**src/rtl/ntt_pkg.sv**
```systemverilog
// rtl/ntt_pkg.sv - shared NTT parameters and helpers.
// Contents:
//   K_DEF      default modulus exponent (q = 2^K+1)
//   q_of(k)    modulus 2^k+1
//   res_width  residue width in bits for exponent k (k+1)
package ntt_pkg;

    localparam int K_DEF = 16;

    function automatic longint unsigned q_of(input int k);
        return (64'd1 << k) + 64'd1;
    endfunction

    function automatic int res_width(input int k);
        return k + 1;
    endfunction

endpackage

```
**src/rtl/modred_fermat_core.sv**
```systemverilog
// rtl/modred_fermat_core.sv - combinational Fermat-modulus fold and correction stages.
// Ports:
//   x_i    in   2K+2  unsigned operand
//   t_o    out  K+2   signed fold x0 + x2 - x1
//   t_i    in   K+2   registered fold value
//   neg_i  in   1     return (q - r) mod q instead of r
//   r_o    out  K+1   reduced (and optionally negated) residue, 0..q-1
module modred_fermat_core
    import ntt_pkg::*;
#(
    parameter int K = K_DEF
) (
    input  logic [2*K+1:0]       x_i,
    output logic signed [K+1:0]  t_o,
    input  logic signed [K+1:0]  t_i,
    input  logic                 neg_i,
    output logic [K:0]           r_o
);

    localparam longint unsigned Q_L = q_of(K);
    localparam logic [K:0]       Q_K = Q_L[K:0];
    localparam logic signed [K+1:0] Q_S = $signed({1'b0, Q_K});

    // 2^K == -1 and 2^2K == +1 (mod q), so the three slices fold into one
    // small signed value; K+2 bits hold [-(2^K-1), 2^K+2] with wrap-free sign.
    function automatic logic signed [K+1:0] fold(input logic [2*K+1:0] x);
        logic [K+1:0] x0;
        logic [K+1:0] x1;
        logic [K+1:0] x2;
        x0 = {2'b00, x[K-1:0]};
        x1 = {2'b00, x[2*K-1:K]};
        x2 = {{K{1'b0}}, x[2*K+1:2*K]};
        return $signed(x0 + x2 - x1);
    endfunction

    // One add or subtract of q lands every fold value in [0, q-1]. Each true
    // result fits K+1 bits, so the arithmetic is done on the low K+1 bits only.
    function automatic logic [K:0] correct(input logic signed [K+1:0] t, input logic neg);
        logic [K:0] r;
        if (t[K+1]) begin
            r = t[K:0] + Q_K;
        end else if (t >= Q_S) begin
            r = t[K:0] - Q_K;
        end else begin
            r = t[K:0];
        end
        if (neg && (r != '0)) begin
            r = Q_K - r;
        end
        return r;
    endfunction

    assign t_o = fold(x_i);
    assign r_o = correct(t_i, neg_i);

endmodule

```
**src/rtl/modred_fermat_pipe.sv**
```systemverilog
// rtl/modred_fermat_pipe.sv - two-stage valid/ready pipelined reducer x mod (2^K+1).
// Ports:
//   clk, rst_n                   clock, asynchronous active-low reset
//   in_valid/in_ready            input handshake
//   in_data  [2K+2]              operand x
//   in_neg                       negate result (q - r) mod q
//   in_tag   [TAG_W]             sideband returned with the result
//   out_valid/out_ready          output handshake
//   out_data [K+1]               residue 0..q-1
//   out_tag  [TAG_W]             tag of the result
module modred_fermat_pipe
    import ntt_pkg::*;
#(
    parameter int K     = K_DEF,
    parameter int TAG_W = 4
) (
    input  logic                      clk,
    input  logic                      rst_n,
    input  logic                      in_valid,
    output logic                      in_ready,
    input  logic [2*K+1:0]            in_data,
    input  logic                      in_neg,
    input  logic [TAG_W-1:0]          in_tag,
    output logic                      out_valid,
    input  logic                      out_ready,
    output logic [res_width(K)-1:0]   out_data,
    output logic [TAG_W-1:0]          out_tag
);

    localparam int RW = res_width(K);

    logic                     v1_q,   v1_d;
    logic signed [K+1:0]      t1_q,   t1_d;
    logic                     neg1_q, neg1_d;
    logic [TAG_W-1:0]         tag1_q, tag1_d;
    logic                     v2_q,   v2_d;
    logic [RW-1:0]            r2_q,   r2_d;
    logic [TAG_W-1:0]         tag2_q, tag2_d;

    logic                     s1_load;
    logic                     s2_load;
    logic signed [K+1:0]      fold_t;
    logic [RW-1:0]            corr_r;

    modred_fermat_core #(.K(K)) u_core (
        .x_i   (in_data),
        .t_o   (fold_t),
        .t_i   (t1_q),
        .neg_i (neg1_q),
        .r_o   (corr_r)
    );

    // Readiness depends only on stage state and out_ready, never on in_valid.
    assign s2_load  = !v2_q || out_ready;
    assign s1_load  = !v1_q || s2_load;
    assign in_ready = s1_load;

    always_comb begin
        v1_d   = v1_q;
        t1_d   = t1_q;
        neg1_d = neg1_q;
        tag1_d = tag1_q;
        v2_d   = v2_q;
        r2_d   = r2_q;
        tag2_d = tag2_q;

        if (s1_load) begin
            v1_d = in_valid;
            if (in_valid) begin
                t1_d   = fold_t;
                neg1_d = in_neg;
                tag1_d = in_tag;
            end
        end

        if (s2_load) begin
            v2_d = v1_q;
            if (v1_q) begin
                r2_d   = corr_r;
                tag2_d = tag1_q;
            end
        end
    end

    always_ff @(posedge clk or negedge rst_n) begin
        if (!rst_n) begin
            v1_q   <= 1'b0;
            t1_q   <= '0;
            neg1_q <= 1'b0;
            tag1_q <= '0;
            v2_q   <= 1'b0;
            r2_q   <= '0;
            tag2_q <= '0;
        end else begin
            v1_q   <= v1_d;
            t1_q   <= t1_d;
            neg1_q <= neg1_d;
            tag1_q <= tag1_d;
            v2_q   <= v2_d;
            r2_q   <= r2_d;
            tag2_q <= tag2_d;
        end
    end

    assign out_valid = v2_q;
    assign out_data  = r2_q;
    assign out_tag   = tag2_q;

endmodule

```
**config.mk**
```make
export PLATFORM = sky130hd
export DESIGN_NAME = modred_fermat_pipe
export DESIGN_NICKNAME = d
export VERILOG_FILES = /design/src/rtl/ntt_pkg.sv /design/src/rtl/modred_fermat_core.sv /design/src/rtl/modred_fermat_pipe.sv
export SDC_FILE = /design/constraint.sdc
export NUM_CORES = 1
export LEC_CHECK = 0
export ABC_AREA = 1
export CAP_MARGIN = 15
export CORE_MARGIN = 2
export CORE_UTILIZATION = 56
export CTS_CLUSTER_DIAMETER = 80
export DETAILED_ROUTE_END_ITERATION = 12
export PLACE_DENSITY = 0.82
export SLEW_MARGIN = 20
export SYNTH_ARGS = -nofsm -noshare
export SYNTH_HDL_FRONTEND = slang
export SYNTH_SLANG_ARGS = --single-unit
```
**constraint.sdc**
```tcl
create_clock -name clk -period 3.4 [get_ports clk]
set_input_delay 0.85 -clock clk [delete_from_list [all_inputs] [get_ports clk]]
set_output_delay 0.85 -clock clk [all_outputs]
set_load 0.02 [all_outputs]
```
# == After elaboration in Yosys (flattened, before gate mapping) ==
# Cells that the tools add are included.
# op_classes
n_addsub,5
magnitude_cmp,1
n_mux,3
reduce_logical,8
# op_table
cell,n
17-bit 2-to-1 mux,3
18-bit >= comparator (second input constant),1
18-bit by 16-bit subtractor with 18-bit output,1
16-bit by 2-bit adder with 17-bit output,1
17-bit adder (second input constant),1
17-bit nonzero test,1
17-bit subtractor (first input constant),1
17-bit subtractor (second input constant),1
2-bit AND reduction,2
1-bit zero test,2
1-bit logical OR,2
1-bit logical AND,1
# word_totals
ff_bits,46
input_bits,43
output_inout_bits,23
elab_cells,24

# == Longest topological paths before layout ==
# Gate-level depths: netlist of the first run.
# logic_depth
word_depth,6
ltp_mapped,23
mapped_depth_nobuf,22

# == By module ==
# A second synthesis of the first run with hierarchy kept.
# hier_totals
cells_unflattened,775
hier_area_um2,4799.6
# by_module_without_submodules
module,n_inst,cells_each,area_per_inst_um2,seq_area_each_um2
modred_fermat_core,1,578,2994.1,0.0
modred_fermat_pipe,1,197,1805.5,1151.1

# == Worst setup path after synthesis of the first run ==
# Ideal clock, no wire load.
# synth_timing
path_type,input-to-reg
from,input port in_data[0]
to,register t1_q[16]
setup_ns,0.135
arrival_ns,3.670
required_ns,3.265
path_slack_ns,-0.404
cell_stages,17
path_buffers,0
path_cell_list,ha_1 -> inv_1 -> fa_1 -> nor2_1 -> nand3_1 -> nor3b_1 -> nand3_1 -> nor3_1 -> nand3_1 -> xor2_1 -> ha_1 -> inv_1 -> nor3_1 -> nand4_1 -> nand2_1 -> xnor2_1 -> o21ai_0
# synth_via
elab_chain_cells,2
# synth_lines
item,line,source
start: declaration,modred_fermat_pipe.sv:21,"input logic [2*K+1:0] in_data,"
16-bit by 2-bit adder with 17-bit output,modred_fermat_core.sv:33,return $signed(x0 + x2 - x1);
18-bit by 16-bit subtractor with 18-bit output,modred_fermat_core.sv:33,
end signal: assignment,modred_fermat_pipe.sv:96,t1_q <= t1_d;
end: declaration,modred_fermat_pipe.sv:33,"logic signed [K+1:0] t1_q, t1_d;"
# Every way passes these cells.
# A chain may end at the register's enable or synchronous reset.

# == Worst setup path in the final report of the first run ==
# layout_timing
from,input port in_data[33]
to,register t1_q[16]
# Same word-level chain as after synthesis.

==> results.sh, run 1 <==
export IMPL_gr_usage_all_layers=0.350
export IMPL_async_flop_share=1.00
export IMPL_antennaDiodeCount=0
export IMPL_final_nets=926
export IMPL_place_inst=945
export IMPL_period_share=1.11
export IMPL_syn_nets=807
export IMPL_cp_startpoint="in_data[33]"
export IMPL_dpl_worst_slack_ps=-863
export IMPL_synthAdderAreaFrac=0.0680
export IMPL_leakagePower_nw=3.11
export IMPL_cp_max_fo=3
export IMPL_drc=0
export IMPL_synth_warnings=0
export IMPL_hold_path_class="flip-flop to flip-flop"
export IMPL_syn_to_final_growth_pct=35.0
export IMPL_ir_drop_mv=0.315
export IMPL_portBuffers=65
export IMPL_path_cells="buf_6, ha_4, nand3_2, nand2_2, nand3_2, nand3b_1, nor3_2, inv_1, nor4_4, and3_4, nand2_2, xnor2_1, ha_1, a21oi_2, o31ai_2, a21oi_1, nand2_1, xnor2_1, o21ai_1"
export IMPL_path_class="primary input to flip-flop"
export IMPL_core_um2=8130
export IMPL_cts_buffers_inserted=5
export IMPL_yosys_top_cells_area="dfrtp_1 (25%), nand2_1 (20%), nand3_1 (8.5%)"
export IMPL_fin_cells=965
export IMPL_status="finished, violations left"
export IMPL_yosysMostFrequentCell="nand2_1"
export IMPL_syn_area_um2=4640
export IMPL_cts_tree="built"
export IMPL_synth_edf_count=0
export IMPL_clock_sinks=46
export IMPL_synth_top_area_frac=0.248
export IMPL_first_global_vias=5241
export IMPL_grt_max_degree=47
export IMPL_drive_gt1_frac=0.212
export IMPL_final_setup_viol_count=9
export IMPL_ctsRootBufferMaster="clkbuf_8"
export IMPL_syn_inst=740
export IMPL_fin_worst_skew_ps=19.2
export IMPL_dpl_hpwl_mm=10.7
export IMPL_tns_ps=-1630
export IMPL_maxCapViolations=0
export IMPL_ys_types=39
export IMPL_slew_violations=0
export IMPL_drtPass1Iterations=6
export IMPL_gp_congestion=0.934
export IMPL_violations="negative setup slack"
export IMPL_final_hold_viol_count=0
export IMPL_grt_ovfl_total=0
export IMPL_r2r_start="t1_q[1]"
export IMPL_setup_ws_ps=-358
export IMPL_max_freq_mhz=266
export IMPL_reg2reg_slack_ps=300
export IMPL_critPathSlowestCell="ha_1"
export IMPL_post_synth_xor_area_fraction=0.0585
export IMPL_io_pin_count=66
export IMPL_synth_yosys_seq_area_share=0.248
export IMPL_cp_data_arrival_time_ps=4000
export IMPL_die_area_um2=9030
export IMPL_required_ps=3640
export IMPL_cp_end_kind="flip-flop"
export IMPL_htree_levels=2
export IMPL_rr_endpoint="out_data[13]"
export IMPL_ys_ff_latch=46
export IMPL_grt_pass1_wl_mm=24.8
export IMPL_clk_latency_ps=320
export IMPL_slew_headroom=0.439
export IMPL_synthSimpleGateAreaFrac=0.444
export IMPL_power_density_nw_per_um2=525
export IMPL_synth_compound_area_share=0.0691
export IMPL_drt_initial_drc_count=719
export IMPL_rsz0062_at_grt="yes"
export IMPL_muxShareOfSynthArea=0
export IMPL_antenna_found_initial=0
export IMPL_netlist_top_cells_count="nand2_1 (252), inv_1 (84), nand3_1 (79), nor2_1 (60), dfrtp_1 (46)"
export IMPL_initial_core_util=0.570
export IMPL_postRouteAntennaNets=0
export IMPL_synth_top_family_by_area="simple AND/OR/NAND/NOR gates"
export IMPL_clk_pin_slew_worst_paths_ps=100
export IMPL_wl_per_cell_um=19.1
export IMPL_syn_avg_cell_area_um2=6.27
export IMPL_fin_crit_ps=3760
export IMPL_hold_buffers=0
export IMPL_vias=5803
export IMPL_reg2regPathDepth=18
export IMPL_cp_start_kind="primary input"
export IMPL_synth_top_area_cell="dfrtp_1"
export IMPL_clockBufferDepth=2
export IMPL_crit_end="t1_q[16]"
export IMPL_rows=33
export IMPL_finalWirelength_mm=18.4
export IMPL_synthFlopType="dfrtp_1"
export IMPL_die_h_um=95.0
export IMPL_tightest_slew_ps=841
export IMPL_viasPerCell=6.01
export IMPL_critical_path_max_stage_delay_ps=330
export IMPL_die_x_um=95.0
==> power by group <==
group	internal [mW]	leakage (nW)	switching, mW
clock	0.147	0.0408	0.211
combinational	0.799	2.50	1.23
sequential	0.716	0.562	0.182
==> cell families after synthesis <==
logic type,after synthesis
buffers and inverters,119
AO/OA/AOI/OAI,60
AND/OR/NAND/NOR,460
adder cells (fa/ha/maj),24
XOR/XNOR,31
flip-flops,46
==> repair_timing <==
item,in CTS,in global routing
buffers inserted,6,5
cloned,0,1
endpoints found under the setup margin,11,15
resized for setup,42,46
pin swaps,32,25
==> cell usage in the layout (no fill, tap or decap), types with 17 or more instances in the layout <==
cell type          n
nand4_1           17
nand2_1          242
o21ai_0           29
nand2_2           17
nor2_1            57
nand3_1           72
clkdlybuf4s50_1   57
dfrtp_1           46
buf_4             73
inv_1             79
==> worst min path at each step <==
stage            startpoint           end  slack (ps)  cells past startpoint
2_1_floorplan     tag1_q[0]    out_tag[0]         440                      2
3_3_place_gp      tag1_q[1]    out_tag[1]         460                      2
3_5_place_dp    out_data[5]   out_data[5]         470                      2
4_1_cts         out_data[5]   out_data[5]         490                      2
5_1_grt        out_data[12]  out_data[12]         510                      2
6_report        out_data[9]   out_data[9]         490                      2
==> metal layers <==
metal,track usage,share of wire,vias to the layer above
li1,-,-,2588
met1,0.417,0.37,2705
met2,0.630,0.48,401
met3,0.0395,0.087,109
met4,0.158,0.059,0
met5,0,0,-
==> final cells by class <==
class | count | area (um^2)
Tap cell | 105 | 131
Multi-Input combinational cell | 576 | 3330
Fill cell | 527 | 1870
Clock buffer | 5 | 68.8
Sequential cell | 46 | 1150
Inverter | 92 | 345
Timing Repair Buffer | 138 | 1200
Clock inverter | 3 | 23.8
==> sequential cells by signal, summed over array words and instances (netlist names) <==
signal,cells
neg1_q,1
out_data,17
out_tag,4
out_valid,1
t1_q,18
tag1_q,4
v1_q,1
==> worst max-delay path, delay by kind of cell <==
kind	cells	cell delay (ps)
and+or+nand+nor	9	1360
adders and majority gates	2	600
AOI/OAI and AO/OA	4	600
buffers and inverters	2	230
xor gates and xnor gates	2	350
==> stage by stage <==
step,cell area (um^2),total power [mW],util,hold slack (ps)
4_1_cts,5980,3.10,0.735,492
3_5_place_dp,5760,2.72,0.708,469
2_1_floorplan,4690,2.06,-,442
5_1_grt,6260,3.49,0.770,511
6_report,6260,3.29,0.770,492
3_3_place_gp,5760,2.68,0.708,457
Note: power is estimated with default switching activity, not from simulation.
==> inputs of run 2 (changes only) <==
Settings changed: CAP_MARGIN 15 to unset.
==> results of run 2 <==
No change in the layout: final DEF, timing and power equal those of run 1.
==> inputs of run 3 (changes only) <==
Settings changed: MAX_ROUTING_LAYER set to met4, REMOVE_ABC_BUFFERS set to 1.
Clock period 3.4 ns to 3.9 ns, I/O delays scaled along.
==> results.sh, run 3 (same netlist as run 1, synthesis figures left out) <==
export IMPL_layout_commonest_cell="nand2_1"
export IMPL_core_um2=8130
export IMPL_cp_start_kind="primary input"
export IMPL_gp_congestion=0.965
export IMPL_htree_levels=2
export IMPL_clockPowerShare=0.132
export IMPL_antennaDiodeCount=0
export IMPL_io_pin_count=66
export IMPL_hold_path_class="flip-flop to flip-flop"
export IMPL_r2r_start="t1_q[0]"
export IMPL_cts_tree="built"
export IMPL_busiest_layer="met2"
export IMPL_max_freq_mhz=258
export IMPL_ctsRootBufferMaster="clkbuf_8"
export IMPL_crit_end="t1_q[13]"
export IMPL_syn_to_final_growth_pct=27.3
export IMPL_portBuffers=65
export IMPL_reg2regPathDepth=21
export IMPL_die_h_um=95.0
export IMPL_status="completed"
export IMPL_p_switching_mw=1.29
export IMPL_fin_crit_ps=3880
export IMPL_clockBufferDepth=2
export IMPL_dpl_worst_slack_ps=-779
export IMPL_fin_area_um2=5910
export IMPL_grt_util_met3=0.0269
export IMPL_setup_ws_ps=22.2
export IMPL_viasPerCell=5.58
export IMPL_tns_ps=0
export IMPL_final_nets=904
export IMPL_reg2reg_slack_ps=610
export IMPL_path_class="primary input to flip-flop"
export IMPL_cp_data_arrival_time_ps=4040
export IMPL_seqPwrFrac=0.296
export IMPL_p_comb_frac=0.573
export IMPL_dpl_hpwl_mm=10.4
export IMPL_die_x_um=95.0
export IMPL_largest_reg_flops=18
export IMPL_leakagePower_nw=3.00
export IMPL_fin_cells=943
export IMPL_required_ps=4060
export IMPL_initial_core_util=0.570
export IMPL_path_buf_inv=4
export IMPL_fill_cells=659
export IMPL_clock_sinks=46
export IMPL_power_density_nw_per_um2=464
export IMPL_gr_usage_all_layers=0.327
export IMPL_finalWirelength_mm=14.9
export IMPL_cpMostUsedCell="o21ai_0"
export IMPL_final_cell_mix="nand2_1 (249), inv_1 (82), nand3_1 (76)"
export IMPL_critPathTopFamily="adder cells"
export IMPL_tightest_slew_ps=844
export IMPL_cp_end_kind="flip-flop"
export IMPL_p_int_mw=1.45
export IMPL_die_area_um2=9030
export IMPL_wl_per_cell_um=15.9
export IMPL_largest_register="t1_q"
export IMPL_final_setup_viol_count=0
export IMPL_drc=0
export IMPL_place_inst=930
export IMPL_globalRouteMet1Util=0.395
export IMPL_ir_drop_mv=0.271
export IMPL_fin_worst_skew_ps=18.8
export IMPL_swShare=0.472
export IMPL_cp_depth=18
export IMPL_post_dp_cell_area_um2=5590
export IMPL_postRouteAntennaNets=0
export IMPL_finalPower_mw=2.74
export IMPL_slew_headroom=0.437
export IMPL_drt_initial_drc_count=300
export IMPL_cp_startpoint="in_data[32]"
export IMPL_rr_endpoint="out_data[5]"
export IMPL_critPathSlowestCell="fa_2"
export IMPL_rows=33
export IMPL_clk_pin_slew_worst_paths_ps=100
export IMPL_final_util=0.726
export IMPL_clk_latency_ps=300
export IMPL_path_cells="clkbuf_2, ha_4, inv_2, fa_2, nor2_4, nand3_2, nor3b_2, buf_4, xor2_1, inv_1, ha_1, nand2_1, o21ai_0, o21bai_1, nand3_1, o21ai_0, xnor2_1, o21ai_0"
export IMPL_cts_buffers_inserted=5
export IMPL_period_share=0.994
export IMPL_drtPass1Iterations=5
export IMPL_drive_gt1_frac=0.153
export IMPL_grt_max_degree=47
export IMPL_grt_use_met2=0.573
export IMPL_rsz0062_at_grt="yes"
export IMPL_vias=5264
export IMPL_final_hold_viol_count=0
export IMPL_holdWs_ps=489
export IMPL_cp_max_fo=3
export IMPL_slew_violations=0
export IMPL_critical_path_max_stage_delay_ps=380
export IMPL_grt_pass1_wl_mm=22.9
export IMPL_maxCapViolations=0
export IMPL_grt_ovfl_total=0
export IMPL_first_global_vias=4999
export IMPL_antenna_found_initial=0
-- run 3: metal layers --
layer	wire, um	vias up
li1	-	2534
met3	693	51
met5	0	-
met4	671	0
met1	6130	2485
met2	7450	194
-- run 3: timing repair --
item,4_1_cts,5_1_grt
hold buffers,0,0
pin swaps,17,13
buffers inserted,2,3
setup endpoints to repair,8,6
resized for setup,22,32
-- run 3: final cells by class --
class / instances / area [um^2] / share of cell area
inverter: 92 / 345 / 0.0585
sequential: 46 / 1150 / 0.195
timing repair buffer: 117 / 1060 / 0.179
clock buffer: 5 / 68.8 / 0.0117
tap: 105 / 131 / 0.0222
multi-input combinational: 575 / 3110 / 0.526
clock inverter: 3 / 43.8 / 0.00742
-- run 3: tightest hold or removal path, stage by stage (launching register included) --
cell     delay [ps]
dfrtp_1         360
nand2_1          50
nand2_1          50
-- run 3: how the worst min path moves through the flow --
stage                startpoint          end  slack, ps  cells after the start
floorplan             tag1_q[0]   out_tag[0]        440                      2
global placement      tag1_q[0]   out_tag[0]        460                      2
detailed placement  out_data[8]  out_data[8]        460                      2
CTS                 out_data[8]  out_data[8]        490                      2
global route        out_data[3]  out_data[3]        520                      2
finish              out_data[8]  out_data[8]        490                      2
-- run 3: power groups by stage --
stage / Sequential [mW] / Clock, mW / Combinational [mW]
2_1_floorplan: 0.896 / 0 / 0.830
3_3_place_gp: 0.807 / 0 / 1.47
3_5_place_dp: 0.814 / 0 / 1.51
4_1_cts: 0.804 / 0.367 / 1.53
5_1_grt: 0.829 / 0.382 / 1.75
6_report: 0.810 / 0.361 / 1.57
